File: src/rtl/vending_machine_multi.sv
// vending_machine_multi: multi-product vending controller.
// Accumulates nickel/dime/quarter credit (in nickel units) up to MAX_CREDIT.
// It vends one of N_PROD products, each with its own price and stock count.
// Change is paid out as a stream of nickel beats on a valid/ready handshake.
// Optional feature macro: VM_SALES_AUDIT_EN. When it is defined, o_sales_count
// is a saturating vend counter. When it is not defined, o_sales_count is 0.
//
// state  | meaning
// IDLE   | accepting coins, select and cancel
// VEND   | one-cycle dispense pulse on o_vend / o_vend_id
// CHANGE | paying out remaining credit one nickel per ready beat
module vending_machine_multi #(
   parameter int                         N_PROD     = 4,
   parameter int                         CREDIT_W   = 6,
   parameter logic [N_PROD*CREDIT_W-1:0] PRICES     = 24'h0C6105,
   parameter int                         MAX_CREDIT = 20,
   parameter int                         STOCK_W    = 4,
   parameter int                         STOCK_INIT = 4
) (
   input  logic                        i_clk,
   input  logic                        reset,
   input  logic                        i_nickle,
   input  logic                        i_dime,
   input  logic                        i_quarter,
   input  logic [N_PROD-1:0]           i_sel,
   input  logic                        i_cancel,
   input  logic                        i_restock,
   input  logic                        i_change_ready,
   output logic                        o_vend,
   output logic [$clog2(N_PROD)-1:0]   o_vend_id,
   output logic                        o_change_valid,
   output logic [CREDIT_W-1:0]         o_credit,
   output logic [N_PROD-1:0]           o_sold_out,
   output logic                        o_coin_reject,
   output logic                        o_sel_err,
   output logic                        o_busy,
   output logic [15:0]                 o_sales_count
);

   localparam int ID_W = $clog2(N_PROD);

   localparam logic [1:0] S_IDLE   = 2'd0;
   localparam logic [1:0] S_VEND   = 2'd1;
   localparam logic [1:0] S_CHANGE = 2'd2;

   logic [1:0]          state_q, state_d;
   logic [CREDIT_W-1:0] credit_q, credit_d;
   logic [STOCK_W-1:0]  stock_q [N_PROD];
   logic [STOCK_W-1:0]  stock_d [N_PROD];
   logic                vend_q, vend_d;
   logic [ID_W-1:0]     vend_id_q, vend_id_d;
   logic                coin_rej_q, coin_rej_d;
   logic                sel_err_q, sel_err_d;

   logic                any_coin;
   logic                extra_coin;
   logic [CREDIT_W:0]   coin_val;
   logic [CREDIT_W:0]   credit_sum;
   logic                sel_onehot;
   logic [ID_W-1:0]     sel_idx;
   logic [CREDIT_W-1:0] sel_price;
   logic [STOCK_W-1:0]  sel_stock;
   logic                accept;

   // Decode coin and select inputs into value, index, price and stock
   always_comb begin
      any_coin   = i_nickle | i_dime | i_quarter;
      extra_coin = i_nickle ? (i_dime | i_quarter) : (i_dime ? i_quarter : 1'b0);
      coin_val   = i_nickle ? (CREDIT_W+1)'(1) :
                   i_dime   ? (CREDIT_W+1)'(2) : (CREDIT_W+1)'(5);
      credit_sum = {1'b0, credit_q} + coin_val;
      sel_onehot = (i_sel != '0) && ((i_sel & (i_sel - N_PROD'(1))) == '0);
      sel_idx    = '0;
      sel_price  = '0;
      sel_stock  = '0;
      for (int k = 0; k < N_PROD; k++) begin
         if (i_sel[k]) begin
            sel_idx   = ID_W'(k);
            sel_price = PRICES[k*CREDIT_W +: CREDIT_W];
            sel_stock = stock_q[k];
         end
      end
   end

   // Next-state, credit, stock and pulse computation
   always_comb begin
      state_d    = state_q;
      credit_d   = credit_q;
      vend_d     = 1'b0;
      vend_id_d  = vend_id_q;
      coin_rej_d = 1'b0;
      sel_err_d  = 1'b0;
      accept     = 1'b0;
      for (int k = 0; k < N_PROD; k++) stock_d[k] = stock_q[k];

      case (state_q)
         S_IDLE: begin
            if (i_cancel) begin
               coin_rej_d = any_coin;
               if (credit_q != '0) state_d = S_CHANGE;
            end else if (any_coin) begin
               coin_rej_d = extra_coin;
               if (credit_sum <= (CREDIT_W+1)'(MAX_CREDIT))
                  credit_d = credit_sum[CREDIT_W-1:0];
               else
                  coin_rej_d = 1'b1;
            end else if (i_sel != '0) begin
               if (!sel_onehot || sel_stock == '0 || credit_q < sel_price) begin
                  sel_err_d = 1'b1;
               end else begin
                  accept    = 1'b1;
                  credit_d  = credit_q - sel_price;
                  vend_d    = 1'b1;
                  vend_id_d = sel_idx;
                  state_d   = S_VEND;
               end
            end
         end
         S_VEND: begin
            coin_rej_d = any_coin;
            state_d    = (credit_q != '0) ? S_CHANGE : S_IDLE;
         end
         S_CHANGE: begin
            coin_rej_d = any_coin;
            if (i_change_ready && credit_q != '0) begin
               credit_d = credit_q - CREDIT_W'(1);
               if (credit_q == CREDIT_W'(1)) state_d = S_IDLE;
            end
            if (credit_q == '0) state_d = S_IDLE;
         end
         default: state_d = S_IDLE;
      endcase

      // Restock wins over a same-cycle decrement
      for (int k = 0; k < N_PROD; k++) begin
         if (i_restock)
            stock_d[k] = STOCK_W'(STOCK_INIT);
         else if (accept && i_sel[k])
            stock_d[k] = stock_q[k] - STOCK_W'(1);
      end
   end

   // State and datapath registers
   always_ff @(posedge i_clk or posedge reset) begin
      if (reset) begin
         state_q    <= S_IDLE;
         credit_q   <= '0;
         vend_q     <= 1'b0;
         vend_id_q  <= '0;
         coin_rej_q <= 1'b0;
         sel_err_q  <= 1'b0;
         for (int k = 0; k < N_PROD; k++) stock_q[k] <= STOCK_W'(STOCK_INIT);
      end else begin
         state_q    <= state_d;
         credit_q   <= credit_d;
         vend_q     <= vend_d;
         vend_id_q  <= vend_id_d;
         coin_rej_q <= coin_rej_d;
         sel_err_q  <= sel_err_d;
         for (int k = 0; k < N_PROD; k++) stock_q[k] <= stock_d[k];
      end
   end

   // Sold-out flags straight from the stock registers
   always_comb begin
      for (int k = 0; k < N_PROD; k++) o_sold_out[k] = (stock_q[k] == '0);
   end

   assign o_vend         = vend_q;
   assign o_vend_id      = vend_id_q;
   assign o_change_valid = (state_q == S_CHANGE);
   assign o_credit       = credit_q;
   assign o_coin_reject  = coin_rej_q;
   assign o_sel_err      = sel_err_q;
   assign o_busy         = (state_q != S_IDLE);

`ifdef VM_SALES_AUDIT_EN
   logic [15:0] sales_q, sales_d;

   // Count each dispense pulse, saturating at the top
   always_comb begin
      sales_d = sales_q;
      if (vend_q && sales_q != 16'hFFFF) sales_d = sales_q + 16'd1;
   end

   // Sales counter register, cleared only by reset
   always_ff @(posedge i_clk or posedge reset) begin
      if (reset) sales_q <= 16'h0000;
      else       sales_q <= sales_d;
   end

   assign o_sales_count = sales_q;
`else
   assign o_sales_count = 16'h0000;
`endif

endmodule

File: config.mk
export PLATFORM = sky130hd
export DESIGN_NAME = vending_machine_multi
export DESIGN_NICKNAME = d
export VERILOG_FILES = /design/src/rtl/vending_machine_multi.sv
export SDC_FILE = /design/constraint.sdc
export NUM_CORES = 1
export LEC_CHECK = 0
export CORE_MARGIN = 3
export CORE_UTILIZATION = 47
export CTS_BUF_LIST = sky130_fd_sc_hd__clkbuf_4 sky130_fd_sc_hd__clkbuf_8 sky130_fd_sc_hd__clkbuf_16
export CTS_CLUSTER_DIAMETER = 100
export DETAILED_ROUTE_END_ITERATION = 12
export PLACE_DENSITY = 0.85
export REMOVE_ABC_BUFFERS = 1
export SLEW_MARGIN = 20
export SYNTH_ARGS = -nofsm -noshare
export SYNTH_HDL_FRONTEND = slang
export SYNTH_SLANG_ARGS = --single-unit
export TNS_END_PERCENT = 5
File: constraint.sdc
create_clock -name i_clk -period 2.5 [get_ports i_clk]
set_input_delay 0.25 -clock i_clk [delete_from_list [all_inputs] [get_ports i_clk]]
set_output_delay 0.25 -clock i_clk [all_outputs]
set_load 0.1 [all_outputs]
### Yosys cells after proc, flatten, opt, wreduce, memory -nomap -nowiden

Index checks and enable logic that the tools add are counted.
W data, S select, Z words.

| word-level totals | value |
|---|---|
| logic and storage cells | 124 |
| output and inout port bits | 33 |
| input bits | 12 |
| bits in registers | 29 |

| cells by class | value |
|---|---|
| $add $sub $neg | 8 |
| bitwise gates (word level) | 7 |
| reductions and logical operators | 29 |
| mux-type cells | 54 |
| eq/ne operators | 14 |
| order comparisons | 2 |

Operators with widths:

| cell | number |
|---|---|
| $mux W6 | 9 |
| $mux W4 | 12 |
| $logic_not A4 Y1 | 6 |
| $mux W2 | 11 |
| $ne A3 B3 Y1 const B | 7 |
| $sub A4 B1 Y4 const B | 5 |
| $mux W1 | 16 |
| $pmux W6 S2 | 1 |
| $reduce_and A6 Y1 | 2 |
| $reduce_bool A2 Y1 | 6 |
| $mux W3 | 3 |
| $add A6 B3 Y7 | 1 |
| $le A7 B5 Y1 const B | 1 |
| $eq A6 B1 Y1 const B | 1 |
| $logic_and A1 B1 Y1 | 6 |
| $logic_not A6 Y1 | 1 |
| $lt A6 B6 Y1 | 1 |
| $ne A3 B1 Y1 const B | 2 |
| $pmux W2 S3 | 1 |
| $reduce_bool A6 Y1 | 1 |
| $sub A6 B1 Y6 const B | 1 |
| $sub A6 B6 Y6 | 1 |
| $reduce_and A5 Y1 | 1 |
| $and A4 B4 Y4 | 1 |
| 12 further kinds | 17 |

### Longest topological paths before layout

| logic depth | value |
|---|---|
| word-level depth | 15 |
| gate-level depth with buffers | 13 |
| gate-level depth less buffers | 10 |

### Least setup slack after synthesis

Ideal clock, no wire load.

| timing | value |
|---|---|
| path kind | register to register |
| start | register credit_q[0] (netlist: o_credit[0]) |
| end | register state_q[1] |
| data required time | 2389 ps |
| buffers on the path | 1 |
| clock period less this slack | 3192 ps |
| stages on the path, launching flop included | 11 |
| setup time | 111 ps |
| setup slack | -692 ps |
| arrival time | 3081 ps |
| path through | dfrtp_1 -> inv_1 -> ha_1 -> fa_1 -> nand2b_1 -> a32oi_1 -> and4_1 -> buf_6 -> nand2_4 -> mux2_4 -> a222oi_1 |

| on the way | value |
|---|---|
| cells in the longest elaborated chain, start to end | 4 |
| elaborated cells on any way between the ends | 14 |
| classes of those cells | order compare (1); eq/ne (5); mux (3); reduce/logical (5) |

Ends and longest elaborated chain:

| item | RTL line | source |
|---|---|---|
| from (decl) | 47 | `logic [CREDIT_W-1:0] credit_q, credit_d;` |
| from (signal assigned) | 155 | `credit_q <= credit_d;` |
| $lt A6 B6 Y1 or $reduce_bool A6 Y1 (tied branches) | n/a |  |
| $logic_or A1 B1 Y1 or $logic_and A1 B1 Y1 (tied branches) | 108, 125 |  |
| $ne A3 B3 Y1 (no line) or $ne A3 B1 Y1 (tied branches) | n/a |  |
| $reduce_and A6 Y1 (no line) | n/a |  |
| to (signal assigned) | 154 | `state_q <= state_d;` |
| to (decl) | 46 | `logic [1:0] state_q, state_d;` |

Several ways; a longest one is shown, not always the timed one.
A chain may end at the register's enable or synchronous reset.

### Worst setup path after layout

| timing | value |
|---|---|
| start | register credit_q[0] (netlist: o_credit[0]) |
| end | register credit_q[0] (netlist: o_credit[0]) |

| on the way | value |
|---|---|
| cells in the longest elaborated chain, start to end | 6 |
| elaborated cells on any way between the ends | 19 |
| classes of those cells | add/sub (3); order compare (2); eq/ne (3); mux (7); reduce/logical (4) |

Ends and longest elaborated chain:

| item |
|---|
| parallel branches: the longest is 6 deep, another holds $add A6 B3 Y7 |

Several ways; the timed one is not identified. The select of a mux whose other input is x is not followed.

==> results.sh <==
export IMPL_outcome="complete, but fails checks"
export IMPL_violations="setup timing"
export IMPL_antenna_found_initial=0
export IMPL_synthFlopType="dfrtp_1"
export IMPL_tritoncts="done"
export IMPL_timing_fmax_mhz=394
export IMPL_numPortBuffers=28
export IMPL_startpoint_type="flop"
export IMPL_clock_skew_final_ns=0.00834
export IMPL_p_leak_nw=1.39
export IMPL_rsz0062_at_grt="true"
export IMPL_yosysTopAreaCell="dfrtp_1"
export IMPL_clock_path_buffers=2
export IMPL_grt_first_pass_wirelength_um=9180
export IMPL_routed_wl_um=6190
export IMPL_final_util=0.673
export IMPL_hold_path_class="in -> async"
export IMPL_place_area_mm2=0.00270
export IMPL_hold_buffers=0
export IMPL_cts_buffers=5
export IMPL_netlist_top_cells_count="dfrtp_1, inv_1, nor2_1"
export IMPL_top_layer="met4"
export IMPL_drt_met1_wl_um=2490
export IMPL_synth_edff_count=0
export IMPL_arrival_ns=2.73
export IMPL_fin_crit_ns=2.54
export IMPL_syn_cell_area_mm2=0.00227
export IMPL_htree_levels=2
export IMPL_worst_slack_ns=-0.0395
export IMPL_clk_pin_slew_ns=0.06
export IMPL_grt_max_degree=30
export IMPL_worst_pin_slew_ns=0.638
export IMPL_syn_inst=257
export IMPL_dr_first_iter_drc_count=173
export IMPL_peakVddDrop_mv=1.48
export IMPL_ant_nets=0
export IMPL_clock_latency_ns=0.29
export IMPL_p_per_area_mw_per_mm2=1230
export IMPL_hold_viol=0
export IMPL_post_drt_wl_per_cell_um=16.6
export IMPL_seq_area_frac_synth=0.322
export IMPL_drv_slew=0
export IMPL_grt_overflow_total=0
export IMPL_grt_pass1_vias=1993
export IMPL_antenna_cells=0
export IMPL_path_max_fanout=4
export IMPL_drive_gt1_frac=0.327
export IMPL_nNetsFinal=351
export IMPL_timing_slew_headroom=0.574
export IMPL_root_buffer="clkbuf_8"
export IMPL_ys_ff_latch=29
export IMPL_fp_row_count=24
export IMPL_routed_via_density=5.86
export IMPL_worstSetupEndpointType="flop"
export IMPL_yosys_top_cells_area="dfrtp_1, ha_1, buf_4"
export IMPL_setup_viol=3
export IMPL_core_mm2=0.00450
export IMPL_vias=2187
export IMPL_fin_crit_sh=1.02
export IMPL_initial_core_util=0.504
export IMPL_stdcell_area_mm2=0.00303
export IMPL_wl_met3_um=419
export IMPL_crit_type="reg -> reg"
export IMPL_dieHeight_um=75.5
export IMPL_die_area_mm2=0.00570
export IMPL_dpl_hpwl_um=3910
export IMPL_synth_top_area_share=0.276
export IMPL_routabilityCongestion=0.966
export IMPL_drtPass1Iterations=5
export IMPL_die_w_um=75.5
export IMPL_drcViolationCount=0
export IMPL_synth_cell_types=53
export IMPL_area_delta_synth_final_pct=33.6
export IMPL_syn_area_per_cell_um2=8.83
export IMPL_setup_tns_ns=-0.0718
export IMPL_synthArstFlopShare=1.00
export IMPL_grt_usage=0.210
export IMPL_ioPinCount=45
export IMPL_cts_sinks=29
export IMPL_max_cap_viol_count=0
export IMPL_ys_warn_count=0
export IMPL_required_ns=2.69
export IMPL_route_met2_wl_um=3010
==> sequential cells by signal (all words and copies together), names as in the netlist <==
name	count
o_credit	6
o_vend_id	2
o_vend	1
o_coin_reject	1
o_sel_err	1
stock_q	16
state_q	2
==> per-stage QoR <==
stage          std cells  setup WS (ns)  power, W  hold slack, ns
3_5_place_dp         359         -0.558   0.00286           0.518
4_1_cts              372         0.0138   0.00338           0.339
2_1_floorplan        242         -0.783   0.00220           0.316
3_3_place_gp         359         -0.442   0.00284           0.511
6_report             373        -0.0395   0.00373           0.331
5_1_grt              373         -0.132   0.00391           0.356
==> metal layers <==
layer / track usage / vias up
li1: - / 1011
met1: 0.270 / 1033
met2: 0.330 / 111
met3: 0.0528 / 32
met4: 0.101 / 0
met5: 0 / -
==> where the power goes <==
part | internal (W) | total, W | switching [W]
sequential | 0.000560 | 0.000725 | 0.000165
clock | 0.000248 | 0.000421 | 0.000173
combinational | 0.000946 | 0.00258 | 0.00163
total | 0.00175 | 0.00373 | 0.00197
==> layout by cell type, fill, tap and decap left out, types with 3 or more instances in the layout <==
cell type and count:
buf_4 56, o22ai_1 3, a21oi_1 11, ha_1 13, nand4_1 7, nand2_1 6
nor2b_1 5, nor3b_1 5, nor4_1 4, a211oi_1 4, xnor2_1 8, dfstp_2 4
inv_1 24, a31oi_1 5, conb_1 16, ha_4 4, buf_6 4, a311oi_1 4
o21ai_0 5, dfrtp_1 23, clkdlybuf4s50_1 6, clkbuf_8 7, nand2b_1 6, nor3_1 9
nor2_1 23
==> worst paths after layout <==
kind / start / to / slack, ns / cells after the start
hold / removal: reset / o_credit[2] / 0.33 / 3
setup / recovery: o_credit[0] / o_credit[0] / -0.04 / 12
setup reg to reg: o_credit[0] / o_credit[0] / -0.04 / 12
hold reg to reg: o_vend_id[0] / o_vend_id[0] / 0.53 / 2
max in group asynchronous: reset / stock_q[2] / 1.85 / 3
min in group i_clk: o_vend_id[0] / o_vend_id[0] / 0.53 / 2
==> critical path: stages (launching register included) <==
cell and delay, ns:
dfrtp_2 0.44, buf_6 0.14, ha_4 0.16, fa_2 0.38, buf_6 0.14, nand4_1 0.11
nor4_2 0.07, a211oi_2 0.28, o211ai_1 0.15, buf_4 0.18, buf_6 0.12, a41o_1 0.21
o31ai_2 0.06
==> kinds of logic after synthesis <==
group	after synthesis	share of synthesized area
adders and majority gates	19	0.111
xor gates and xnor gates	10	0.0386
and+or+nand+nor	84	0.202
muxes	4	0.0204
buffers and inverters	55	0.131
DFF	29	0.322
AOI/OAI and AO/OA	55	0.173
other	1	0.00165
==> area by class of cell <==
class,count,area (um2)
Fill cell,331,1470
Multi-Input combinational cell,188,1460
Sequential cell,29,733
Timing Repair Buffer,71,577
Clock buffer,7,96.3
Inverter,25,93.8
Tap cell,52,65.1
Clock inverter,1,5.00
==> timing repair <==
item                       CTS  global route
resized for setup           14            29
setup buffers                5             1
setup endpoints to repair   25            15
pin swaps                    6            16
No activity file was read; power rests on OpenSTA's default activity.
